[config.mk]
export PLATFORM = sky130hd
export DESIGN_NAME = streaming_data_width_converter
export DESIGN_NICKNAME = d
export VERILOG_FILES = /design/src/rtl/streaming_data_width_converter.sv
export SDC_FILE = /design/constraint.sdc
export NUM_CORES = 1
export LEC_CHECK = 0
export BUFFER_PORTS_ARGS = -buffer_cell sky130_fd_sc_hd__buf_2
export CAP_MARGIN = 40
export CORE_UTILIZATION = 35
export DETAILED_ROUTE_END_ITERATION = 12
export GPL_TIMING_DRIVEN = 1
export PLACE_DENSITY = 0.61
export SYNTH_ARGS = -nofsm -noshare
export SYNTH_HDL_FRONTEND = slang
export SYNTH_SLANG_ARGS = --single-unit
[constraint.sdc]
create_clock -name ap_clk -period 4.4 [get_ports ap_clk]
set_input_delay 0.66 -clock ap_clk [delete_from_list [all_inputs] [get_ports ap_clk]]
set_output_delay 0.66 -clock ap_clk [all_outputs]
set_load 0.02 [all_outputs]
[src/rtl/streaming_data_width_converter.sv]
// AXI-Stream width converter: LSB-first packing (narrow->wide),
// LSB-first splitting (wide->narrow) or a single-register pass-through.
module streaming_data_width_converter #(
  parameter int IN_WIDTH  = 8,
  parameter int OUT_WIDTH = 32
) (
  input  logic                 ap_clk,
  input  logic                 ap_rst_n,
  input  logic [IN_WIDTH-1:0]  in0_V_V_TDATA,
  input  logic                 in0_V_V_TVALID,
  output logic                 in0_V_V_TREADY,
  output logic [OUT_WIDTH-1:0] out_V_V_TDATA,
  output logic                 out_V_V_TVALID,
  input  logic                 out_V_V_TREADY
);

  localparam int MAXW = (IN_WIDTH > OUT_WIDTH) ? IN_WIDTH : OUT_WIDTH;
  localparam int MINW = (IN_WIDTH > OUT_WIDTH) ? OUT_WIDTH : IN_WIDTH;
  localparam int K    = MAXW / MINW;

  logic [OUT_WIDTH-1:0] r_data;
  logic                 r_valid;
  logic                 w_ready;
  logic                 w_acc;

  assign out_V_V_TDATA  = r_data;
  assign out_V_V_TVALID = r_valid;
  assign in0_V_V_TREADY = w_ready;
  assign w_acc          = in0_V_V_TVALID && w_ready;

  if ((MAXW % MINW) != 0) begin : g_bad
    $error("IN_WIDTH and OUT_WIDTH must be integer multiples");
  end

  if (OUT_WIDTH > IN_WIDTH) begin : g_up
    localparam int CW = $clog2(K);
    localparam logic [CW-1:0] LAST = CW'(K - 1);

    logic [CW-1:0]               r_cnt;
    logic [(K-1)*IN_WIDTH-1:0]   r_buf;

    // The last word of a group only waits when the output is stalled.
    assign w_ready = (r_cnt != LAST) || !r_valid || out_V_V_TREADY;

    // Pack words LSB-first; the K-th word goes straight to the output.
    always_ff @(posedge ap_clk) begin
      if (!ap_rst_n) begin
        r_cnt   <= '0;
        r_buf   <= '0;
        r_data  <= '0;
        r_valid <= 1'b0;
      end else begin
        if (r_valid && out_V_V_TREADY) r_valid <= 1'b0;
        if (w_acc) begin
          if (r_cnt == LAST) begin
            r_data  <= {in0_V_V_TDATA, r_buf};
            r_valid <= 1'b1;
            r_cnt   <= '0;
          end else begin
            r_buf[r_cnt*IN_WIDTH +: IN_WIDTH] <= in0_V_V_TDATA;
            r_cnt <= r_cnt + 1'b1;
          end
        end
      end
    end
  end else if (IN_WIDTH > OUT_WIDTH) begin : g_dn
    localparam int CW = $clog2(K);
    localparam logic [CW-1:0] LAST = CW'(K - 1);

    logic [IN_WIDTH-1:0] r_held;
    logic [CW-1:0]       r_idx;
    logic [CW-1:0]       w_nidx;
    logic                w_last;

    assign w_nidx  = r_idx + 1'b1;
    assign w_last  = (r_idx == LAST);
    assign w_ready = !r_valid || (w_last && out_V_V_TREADY);

    // Hold the wide word and step through its slices on each transfer.
    always_ff @(posedge ap_clk) begin
      if (!ap_rst_n) begin
        r_held  <= '0;
        r_idx   <= '0;
        r_data  <= '0;
        r_valid <= 1'b0;
      end else if (w_acc) begin
        r_held  <= in0_V_V_TDATA;
        r_idx   <= '0;
        r_data  <= in0_V_V_TDATA[OUT_WIDTH-1:0];
        r_valid <= 1'b1;
      end else if (r_valid && out_V_V_TREADY) begin
        if (w_last) begin
          r_valid <= 1'b0;
        end else begin
          r_idx  <= w_nidx;
          r_data <= r_held[w_nidx*OUT_WIDTH +: OUT_WIDTH];
        end
      end
    end
  end else begin : g_pass
    assign w_ready = !r_valid || out_V_V_TREADY;

    // Single skid-free output register.
    always_ff @(posedge ap_clk) begin
      if (!ap_rst_n) begin
        r_data  <= '0;
        r_valid <= 1'b0;
      end else if (w_acc) begin
        r_data  <= in0_V_V_TDATA;
        r_valid <= 1'b1;
      end else if (out_V_V_TREADY) begin
        r_valid <= 1'b0;
      end
    end
  end

endmodule

==> results.txt, run 1 <==
outcome - completed
worst vdd ir - 0.1419 mV
largest net degree at the start of global routing - 70
Synth Area in XOR/XNOR - 0
Layout area overhead - 18.94%
simple-gate portion of the synthesized area - 0.1716
Rel. slew slack - 0.5926
GP Congestion - 0.7716
first-pass GRT wire length - 9.349 mm
power density over cell area - 385.7 nW/um2
FMAX - 0.4641 GHz
Syn Inst Count - 260
Most common cell on crit path - buf_2
vias in the first global route - 1907
max incr delay on CP - 290 ps
drt first pass iters - 4
CTS Buf Count - 9
Syn Area/Cell - 9.225 um2
postcts setup bufs - 0
clk slew on worst S/H paths - 60 ps
post-synthesis instance area - 2399 um2
root buffer cell - clkbuf_8
setup violators final - 0
Post-layout nets - 314
Die ar. - 7188 um2
WP data required - 3740 ps
most frequent cells in the layout - dfxtp_1 (59), buf_2 (45), o21ai_0 (39), nand3_1 (39), a21boi_0 (28)
largest family of logic cells by synthesized area - compound AO/OA/AOI/OAI gates
RR Startpoint - g_up.r_cnt[0]$_SDFFE_PN0N_
worst min path class - reg2reg
Hold Path Depth - 2
Starting Density - 0.3693
clk sinks - 59
layout cells sized above 1 - 0.2226
Antenna Violating Nets Remaining - 0
Clk Latency, worst-skew pair - 330 ps
unrepaired setup endpoints after global routing - false
# IOs - 46
sequential-to-total area share from yosys stat - 0.4924
most common cell after layout, fill and taps aside - dfxtp_1
post-synthesis mux area share - 0.004173
critical path depth - 5
#FFs+latches synth - 59
Die Ht - 84.78 um
FP Rows - 29
CP bufs+invs - 3
skew final - 6.022 ps
core area - 6495 um2
n_diodes - 0
Total Routing Usage GR - 0.1687
WL/cell - 14.78 um
slack of the critical path - 2245 ps
Clock Path Buffers - 2
worst-path cell chain - buf_2 > and2b_1 > buf_4 > nand2_1 > buf_2
Worst Setup End Kind - output port
Slowest-stage cell, CP - buf_4
Slew @ Worst Pin - 611.1 ps
Port Buffers - 45
post_cts resized - 0
syn nets - 277
final hold viol count - 0
fill count - 655
fin crit period - 2155 ps
max cap viols - 0
Place WS - 2241 ps
count of pins over their slew limit - 0
cell family with most CP delay - buffers and inverters
startpoint types - input port
TNS Setup - 0 ps
R2R Setup Slk - 2370 ps
period utilisation layout - 0.4898
post-synthesis compound-gate area fraction - 0.2483
via/cell ratio - 5.362
leakage - 1.100 nW
DRC - 0
H-Tree Level Count - 3
CTS tree - built
Remaining Overflow, GRT - 0
reg2reg path depth - 5
HPWL after detailed placement - 3.630 mm
Synth Area in Adders - 0.02608
FF-to-FF End - out_V_V_TDATA[16]$_SDFFE_PN0P_
critical path fanouts, max - 34
Hold-fix buffers, CTS - 0
final wirelength - 5.587 mm
vias post-DR - 2027
CP arrival - 1490 ps
Ys Warns - 0
die width - 84.78 um
initial antenna violation count - 0
total power - 1.100 mW
DR iter-0 viols - 104
Hold Crit Start - g_up.r_buf[11]$_SDFFE_PN0P_
Hold Path Sink - out_V_V_TDATA[11]$_SDFFE_PN0P_
Synth cell types - 27
CP Class - in2out
report_power, final:
part           switching, mW  leakage, nW  internal (mW)
sequential           0.00588        0.476          0.541
clock                  0.198       0.0995          0.289
combinational         0.0414        0.525         0.0247
final cells by class:
type	count	area [um2]	area share
Tap cell	77	96.34	0.03377
Clock buffer	13	158.9	0.05570
Timing Repair Buffer	50	290.3	0.1018
Multi-Input combinational cell	174	1080	0.3785
Sequential cell	59	1181	0.4140
Clock inverter	2	35.03	0.01228
Inverter	3	11.26	0.003947
worst min-delay path, delay by kind of cell (launching register included):
| kind | cells | cell delay [ps] |
|---|---|---|
| AOI/OAI and AO/OA | 1 | 50 |
| DFF | 1 | 310 |
| and+or+nand+nor | 1 | 60 |
registers in the layout (all words and copies together) (netlist names):
name,flops
out_V_V_TVALID,1
out_V_V_TDATA,32
g_up.r_cnt,2
g_up.r_buf,24
stage by stage:
| step | utilization | hold WS (ps) | instances | instance area (um2) |
|---|---|---|---|---|
| final | 0.4392 | 465.0 | 378 | 2853 |
| after global routing | 0.4392 | 477.1 | 378 | 2853 |
| after CTS | 0.4392 | 468.3 | 378 | 2853 |
| after detailed placement | 0.4094 | 459.0 | 363 | 2659 |
| after global placement | 0.4028 | 455.1 | 361 | 2616 |
| after floorplan | - | 441.1 | 260 | 2399 |
worst max-delay path by stage:
stage | from | end | slack [ps]
final | out_V_V_TREADY | in0_V_V_TREADY | 2250
after floorplan | out_V_V_TREADY | in0_V_V_TREADY | 2420
after detailed placement | out_V_V_TREADY | in0_V_V_TREADY | 2240
after CTS | g_up.r_cnt[0]$_SDFFE_PN0N_ | in0_V_V_TREADY | 2230
after global routing | g_up.r_cnt[0]$_SDFFE_PN0N_ | in0_V_V_TREADY | 2150
after global placement | in0_V_V_TVALID | out_V_V_TDATA[26]$_SDFFE_PN0P_ | 2200
cell usage after synthesis:
library cell	number	share of area
nor2b_1	1	0.0026
a21boi_0	28	0.088
a32o_1	8	0.033
nor2_1	1	0.0016
mux2i_1	1	0.0042
buf_6	3	0.014
o21ai_0	39	0.081
a21boi_1	8	0.025
clkbuf_1	12	0.019
buf_2	5	0.010
nand3b_4	1	0.0083
nand2_1	24	0.038
and2_1	1	0.0026
nor4_4	1	0.0089
dfxtp_1	59	0.49
nand4_1	3	0.0078
nand3_1	39	0.081
buf_1	2	0.0031
and2b_1	1	0.0031
inv_1	3	0.0047
nand2b_1	1	0.0026
and3b_2	2	0.0083
nand4b_1	1	0.0037
nand3b_1	1	0.0031
o22ai_1	8	0.021
ha_1	5	0.026
buf_4	2	0.0063
kinds of logic after synthesis:
logic type               after synthesis
AO/OA/AOI/OAI                         91
adder cells (fa/ha/maj)                5
buffers and inverters                 27
flip-flops                            59
multiplexers                           1
AND/OR/NAND/NOR                       77
routing by layer:
metal,up-vias,track usage,share of wire
li1,1011,-,-
met1,961,0.2178,0.49
met2,45,0.2624,0.45
met3,10,0.03736,0.042
met4,0,0.09245,0.021
met5,-,0,0
(Power assumes the default switching activity.)
==> inputs of run 2 (changes only) <==
--- a/config.mk
+++ b/config.mk
@@ -10,7 +10,7 @@
 export CORE_UTILIZATION = 35
 export DETAILED_ROUTE_END_ITERATION = 12
 export GPL_TIMING_DRIVEN = 1
-export PLACE_DENSITY = 0.61
+export PLACE_DENSITY = 0.63
 export SYNTH_ARGS = -nofsm -noshare
 export SYNTH_HDL_FRONTEND = slang
 export SYNTH_SLANG_ARGS = --single-unit
==> constraint.sdc (replaced) <==
create_clock -name ap_clk -period 1.88 [get_ports ap_clk]
set_input_delay 0.282 -clock ap_clk [delete_from_list [all_inputs] [get_ports ap_clk]]
set_output_delay 0.282 -clock ap_clk [all_outputs]
set_load 0.02 [all_outputs]
==> results.txt, run 2 (same netlist as run 1, synthesis figures left out) <==
period utilisation layout - 0.8584
fin crit period - 1614 ps
Rel. slew slack - 0.7669 (+0.1743)
leakage - 1.139 nW (+3.5%)
count of pins over their slew limit - 0 (unchanged)
power density over cell area - 895.7 nW/um2 (+130%)
Clock Path Buffers - 2 (unchanged)
root buffer cell - clkbuf_8
vias post-DR - 2028 (+0.049%)
CTS tree - built
Die ar. - 7188 um2 (unchanged)
largest net degree at the start of global routing - 34 (-51%)
Hold Worst Slack - 207.0 ps (-258.0 ps)
Total Routing Usage GR - 0.1689 (+0.0001759)
max FFs per register - 32 (unchanged)
max incr delay on CP - 380 ps (+90 ps)
FMAX - 0.6197 GHz
Die Ht - 84.78 um (unchanged)
FP Rows - 29 (unchanged)
postcts setup bufs - 0 (unchanged)
DR iter-0 viols - 88 (-15%)
unrepaired setup endpoints after global routing - false
TNS Setup - 0 ps (unchanged)
worst min path class - in2reg
Metal-1 WL - 2.795 mm (+2.6%)
CP bufs+invs - 1 (-2)
Worst Setup End Kind - flip-flop
HPWL after detailed placement - 3.911 mm (+7.7%)
met3 wire len - 259 um (+9.3%)
first-pass GRT wire length - 9.501 mm (+1.6%)
initial antenna violation count - 0 (unchanged)
Remaining Overflow, GRT - 0 (unchanged)
Clk Latency, worst-skew pair - 330 ps (about the same)
final hold viol count - 0 (unchanged)
setup violators final - 0 (unchanged)
max cap viols - 0 (unchanged)
worst vdd ir - 0.3988 mV (+180%)
critical path fanouts, max - 8 (-76%)
Slew @ Worst Pin - 348.6 ps (-262.5 ps)
# IOs - 46 (unchanged)
CP arrival - 1860 ps (+370 ps)
H-Tree Level Count - 3 (unchanged)
outcome - complete, but fails checks
cell family with most CP delay - simple AND/OR/NAND/NOR gates
startpoint types - flip-flop
most common cell after layout, fill and taps aside - dfxtp_1
most frequent cells in the layout - dfxtp_1 (59), buf_2 (45), o21ai_0 (39), nand3_1 (39), a21boi_0 (28)
clk sinks - 59 (unchanged)
core area - 6495 um2 (unchanged)
CTS Buf Count - 9 (unchanged)
Port Buffers - 45 (unchanged)
clk slew on worst S/H paths - 70 ps (about the same)
WL/cell - 14.69 um (-0.64%)
drt first pass iters - 8 (+4)
failing checks - DRC
Post-layout nets - 324 (+3.2%)
skew final - 4.863 ps (-1.159 ps)
CP Class - reg2reg
WP data required - 2130 ps (-1610 ps)
Layout area overhead - 21.02%
Antenna Violating Nets Remaining - 0 (unchanged)
final wirelength - 5.698 mm (+2.0%)
vias in the first global route - 1960 (+2.8%)
layout cells sized above 1 - 0.2508 (+0.02821)
Top Metal Used - met4
met2 wire len - 2.597 mm (+3.6%)
DRC - 1 (+1)
die width - 84.78 um (unchanged)
n_diodes - 0 (unchanged)
Hold-fix buffers, CTS - 0 (unchanged)
GP Congestion - 0.7511 (-2.7%)
Starting Density - 0.3693 (unchanged)
Slowest-stage cell, CP - dfxtp_1
via/cell ratio - 5.227 (-2.5%)
worst-path cell chain - inv_1 > ha_1 > nor2b_2 > nand3_1 > o22ai_1
==> run 2: what timing repair did <==
action	4_1_cts	5_1_grt
hold endpoints to repair	0	0
endpoints found under the setup margin	0	2
resized for setup	0	1
==> run 2: worst reg2reg max path, cell delays in order (launching register included) <==
cell,delay (ps)
dfxtp_1,380
inv_1,100
ha_1,360
nor2b_2,230
nand3_1,270
o22ai_1,190
==> run 2: metrics by stage <==
step	area [um2]	worst slack [ps]	utilization	instances	power (mW)
final	2903	266.2	0.4469	388	2.600
after global routing	2903	85.94	0.4469	388	2.714
after CTS	2900	210.4	0.4465	388	2.627
after detailed placement	2706	237.6	0.4167	373	1.471
after global placement	2706	316.1	0.4167	373	1.469
after floorplan	2399	251.7	-	260	1.416
==> run 2: power breakdown <==
group	total, mW	internal (mW)	switching, mW	leakage [nW]
registers	1.28	1.27	0.00966	0.476
logic	0.168	0.0669	0.102	0.563
clock network	1.16	0.677	0.479	0.0995
==> run 2: layout make-up <==
class,count,area [um2]
Fill cell,652,3592
Sequential cell,59,1181
Multi-Input combinational cell,174,1082
Timing Repair Buffer,60,337.8
Clock buffer,13,158.9
Tap cell,77,96.34
Clock inverter,2,35.03
Inverter,3,11.26
==> run 2: final timing paths <==
kind / start / to / slack, ps / cells after the start
min: in0_V_V_TDATA[4] / g_up.r_buf[4]$_SDFFE_PN0P_ / 210 / 2
max: g_up.r_cnt[1]$_SDFFE_PN0N_ / g_up.r_buf[16]$_SDFFE_PN0P_ / 270 / 5
min reg2reg: g_up.r_buf[3]$_SDFFE_PN0P_ / out_V_V_TDATA[3]$_SDFFE_PN0P_ / 470 / 2
max reg2reg: g_up.r_cnt[1]$_SDFFE_PN0N_ / g_up.r_buf[16]$_SDFFE_PN0P_ / 270 / 5
==> run 2: metal layers <==
layer | track usage | vias to the layer above
li1 | - | 1027
met1 | 0.2271 | 950
met2 | 0.2542 | 47
met3 | 0.05801 | 4
met4 | 0.05547 | 0
met5 | 0 | -
==> inputs of run 3 (changes only) <==
--- a/config.mk
+++ b/config.mk
@@ -10,7 +10,7 @@
 export CORE_UTILIZATION = 35
 export DETAILED_ROUTE_END_ITERATION = 12
 export GPL_TIMING_DRIVEN = 1
-export PLACE_DENSITY = 0.63
+export PLACE_DENSITY = 0.61
 export SYNTH_ARGS = -nofsm -noshare
 export SYNTH_HDL_FRONTEND = slang
 export SYNTH_SLANG_ARGS = --single-unit
==> constraint.sdc (replaced) <==
create_clock -name ap_clk -period 2 [get_ports ap_clk]
set_input_delay 0.3 -clock ap_clk [delete_from_list [all_inputs] [get_ports ap_clk]]
set_output_delay 0.3 -clock ap_clk [all_outputs]
set_load 0.02 [all_outputs]
==> results.txt, run 3 (same netlist as run 1, synthesis figures left out) <==
outcome - completed
Antenna Violating Nets Remaining - 0 (unchanged)
Slowest-stage cell, CP - dfxtp_2
Rel. slew slack - 0.6836 (-0.08327)
root buffer cell - clkbuf_8
power density over cell area - 846.4 nW/um2 (-5.5%)
Remaining Overflow, GRT - 0 (unchanged)
H-Tree Level Count - 3 (unchanged)
die width - 84.78 um (unchanged)
Hold Path Depth - 2 (unchanged)
Starting Density - 0.3693 (unchanged)
Hold-fix buffers, CTS - 0 (unchanged)
FF-to-FF End - g_up.r_buf[21]$_SDFFE_PN0P_
FP Rows - 29 (unchanged)
final instance area - 2856 um2 (-1.6%)
DRC - 0 (-1)
max incr delay on CP - 440 ps (+60 ps)
critical path fanouts, max - 9 (+1)
Clk Latency, worst-skew pair - 340 ps (about the same)
Seq pwr share - 0.498 (+0.007)
startpoint types - flip-flop
layout cells sized above 1 - 0.2418 (-0.008974)
skew final - 5.969 ps (+1.106 ps)
n_diodes - 0 (unchanged)
GP Congestion - 0.7471 (-0.53%)
fill count - 639 (-2.0%)
Die ar. - 7188 um2 (unchanged)
HPWL after detailed placement - 3.774 mm (-3.5%)
post-layout util - 0.4398 (-0.007127)
Post-Layout Cell Count - 383 (-1.3%)
Sw Pwr - 0.5703 mW (-3.4%)
Post-layout nets - 318 (-1.9%)
area of the multi-input gates - 1080 um2 (-0.23%)
most frequent cells in the layout - dfxtp_1 (58), buf_2 (45), o21ai_0 (39), nand3_1 (39), a21boi_0 (28)
unrepaired setup endpoints after global routing - false
drt first pass iters - 5 (-3)
CP Class - reg2reg
Clock Path Buffers - 2 (unchanged)
worst vdd ir - 0.3096 mV (-22%)
vias post-DR - 2004 (-1.2%)
WL/cell - 14.52 um (-1.1%)
Slew @ Worst Pin - 471.0 ps (+122.4 ps)
clock share of power - 0.442 (-0.002)
most common cell after layout, fill and taps aside - dfxtp_1
cell total after placement - 367 (-1.6%)
reg2reg path depth - 5 (unchanged)
CP arrival - 2050 ps (+190 ps)
internal power - 1.847 mW (-8.1%)
Layout area overhead - 19.09%
Comb power frac - 0.060 (-0.005)
R2R Setup Slk - 200 ps (-70 ps)
leakage - 1.109 nW (-2.6%)
Hold Path Sink - g_up.r_buf[4]$_SDFFE_PN0P_
Post-DP Area - 2661 um2 (-1.7%)
final wirelength - 5.562 mm (-2.4%)
via/cell ratio - 5.232 (+0.11%)
worst min path class - in2reg
clk slew on worst S/H paths - 60 ps (about the same)
max FFs per register - 32 (unchanged)
core area - 6495 um2 (unchanged)
Worst Setup End Kind - flip-flop
TNS Setup - 0 ps (unchanged)
fin crit period - 1800 ps (+186.5 ps)
Hold Crit Start - in0_V_V_TDATA[4]
period utilisation layout - 0.9002 (+0.04176)
sw frac - 0.2359 (+0.008902)
count of pins over their slew limit - 0 (unchanged)
final hold viol count - 0 (unchanged)
Total Routing Usage GR - 0.1666 (-0.002259)
first-pass GRT wire length - 9.204 mm (-3.1%)
clk sinks - 59 (unchanged)
FMAX - 0.5555 GHz (-10%)
CTS Buf Count - 9 (unchanged)
setup violators final - 0 (unchanged)
largest net degree at the start of global routing - 36 (+5.9%)
worst-path cell chain - inv_1 > ha_1 > nor2b_1 > nand3_1 > o22ai_1
vias in the first global route - 1846 (-5.8%)
max cap viols - 0 (unchanged)
Port Buffers - 45 (unchanged)
CTS tree - built
register area - 1182 um2 (+0.11%)
RR Startpoint - g_up.r_cnt[0]$_SDFFE_PN0N_
# IOs - 46 (unchanged)
Die Ht - 84.78 um (unchanged)
initial antenna violation count - 0 (unchanged)
WP data required - 2250 ps (+120 ps)
DR iter-0 viols - 100 (+14%)
## run 3: cell count changes in the layout (fill, tap and decap cells not counted), sizes merged
cell and change:
clkinv +2, buf -6, clkinvlp +1, clkbuf -2
## run 3: power by group through the flow
stage                     logic [mW]  registers (mW)  clock network, mW
after global routing           0.158            1.21               1.16
after detailed placement       0.145            1.23                  0
final                          0.145            1.20               1.07
after CTS                      0.145            1.20               1.10
after global placement         0.144            1.23                  0
after floorplan                0.102            1.23                  0
## run 3: area by class of cell
type / count / area share
repair buffers: 54 / 0.1025
multi-input cells: 174 / 0.3780
inverters: 3 / 0.003942
clock inverters: 5 / 0.01840
well taps: 77 / 0.03373
flip-flops and latches: 59 / 0.4139
clock buffers: 11 / 0.04950
## run 3: repair_timing
action / in CTS / in global routing
setup endpoints to repair: 0 / 18
buffers inserted: 0 / 0
gates resized for setup: 0 / 1
## run 3: worst max-delay path, delay by kind of cell (launching register included)
family                     cells  cell delay [ps]
DFF                            1              440
AOI/OAI and AO/OA              1              210
and+or+nand+nor                2              580
adders and majority gates      1              370
buffers and inverters          1              120
## run 3: worst max-delay path by stage
stage	from	to	slack, ps	depth (start not counted)
6_report	g_up.r_cnt[0]$_SDFFE_PN0N_	g_up.r_buf[21]$_SDFFE_PN0P_	200	5
5_1_grt	g_up.r_cnt[0]$_SDFFE_PN0N_	g_up.r_buf[12]$_SDFFE_PN0P_	20	5
4_1_cts	g_up.r_cnt[0]$_SDFFE_PN0N_	g_up.r_buf[21]$_SDFFE_PN0P_	60	5
3_5_place_dp	g_up.r_cnt[0]$_SDFFE_PN0N_	g_up.r_buf[21]$_SDFFE_PN0P_	90	5
3_3_place_gp	g_up.r_cnt[0]$_SDFFE_PN0N_	g_up.r_buf[16]$_SDFFE_PN0P_	190	5
2_1_floorplan	g_up.r_cnt[0]$_SDFFE_PN0N_	g_up.r_buf[16]$_SDFFE_PN0P_	370	5
## run 3: stage by stage
step                setup slack [ps]  total power [mW]  hold slack [ps]
CTS                            62.67             2.448            203.5
floorplan                      371.7             1.331            425.8
finish                         199.7             2.418            217.2
global route                   19.78             2.527            208.9
detailed placement             86.67             1.374            459.6
global placement               193.3             1.374            454.9
## run 3: metal layers
layer	wire, um	part of all wire	global-route usage	up-vias
li1	-	-	-	1022
met1	2784	0.50	0.2286	919
met2	2382	0.43	0.2358	50
met3	247	0.044	0.05408	13
met4	147	0.026	0.07858	0
met5	0	0	0	-
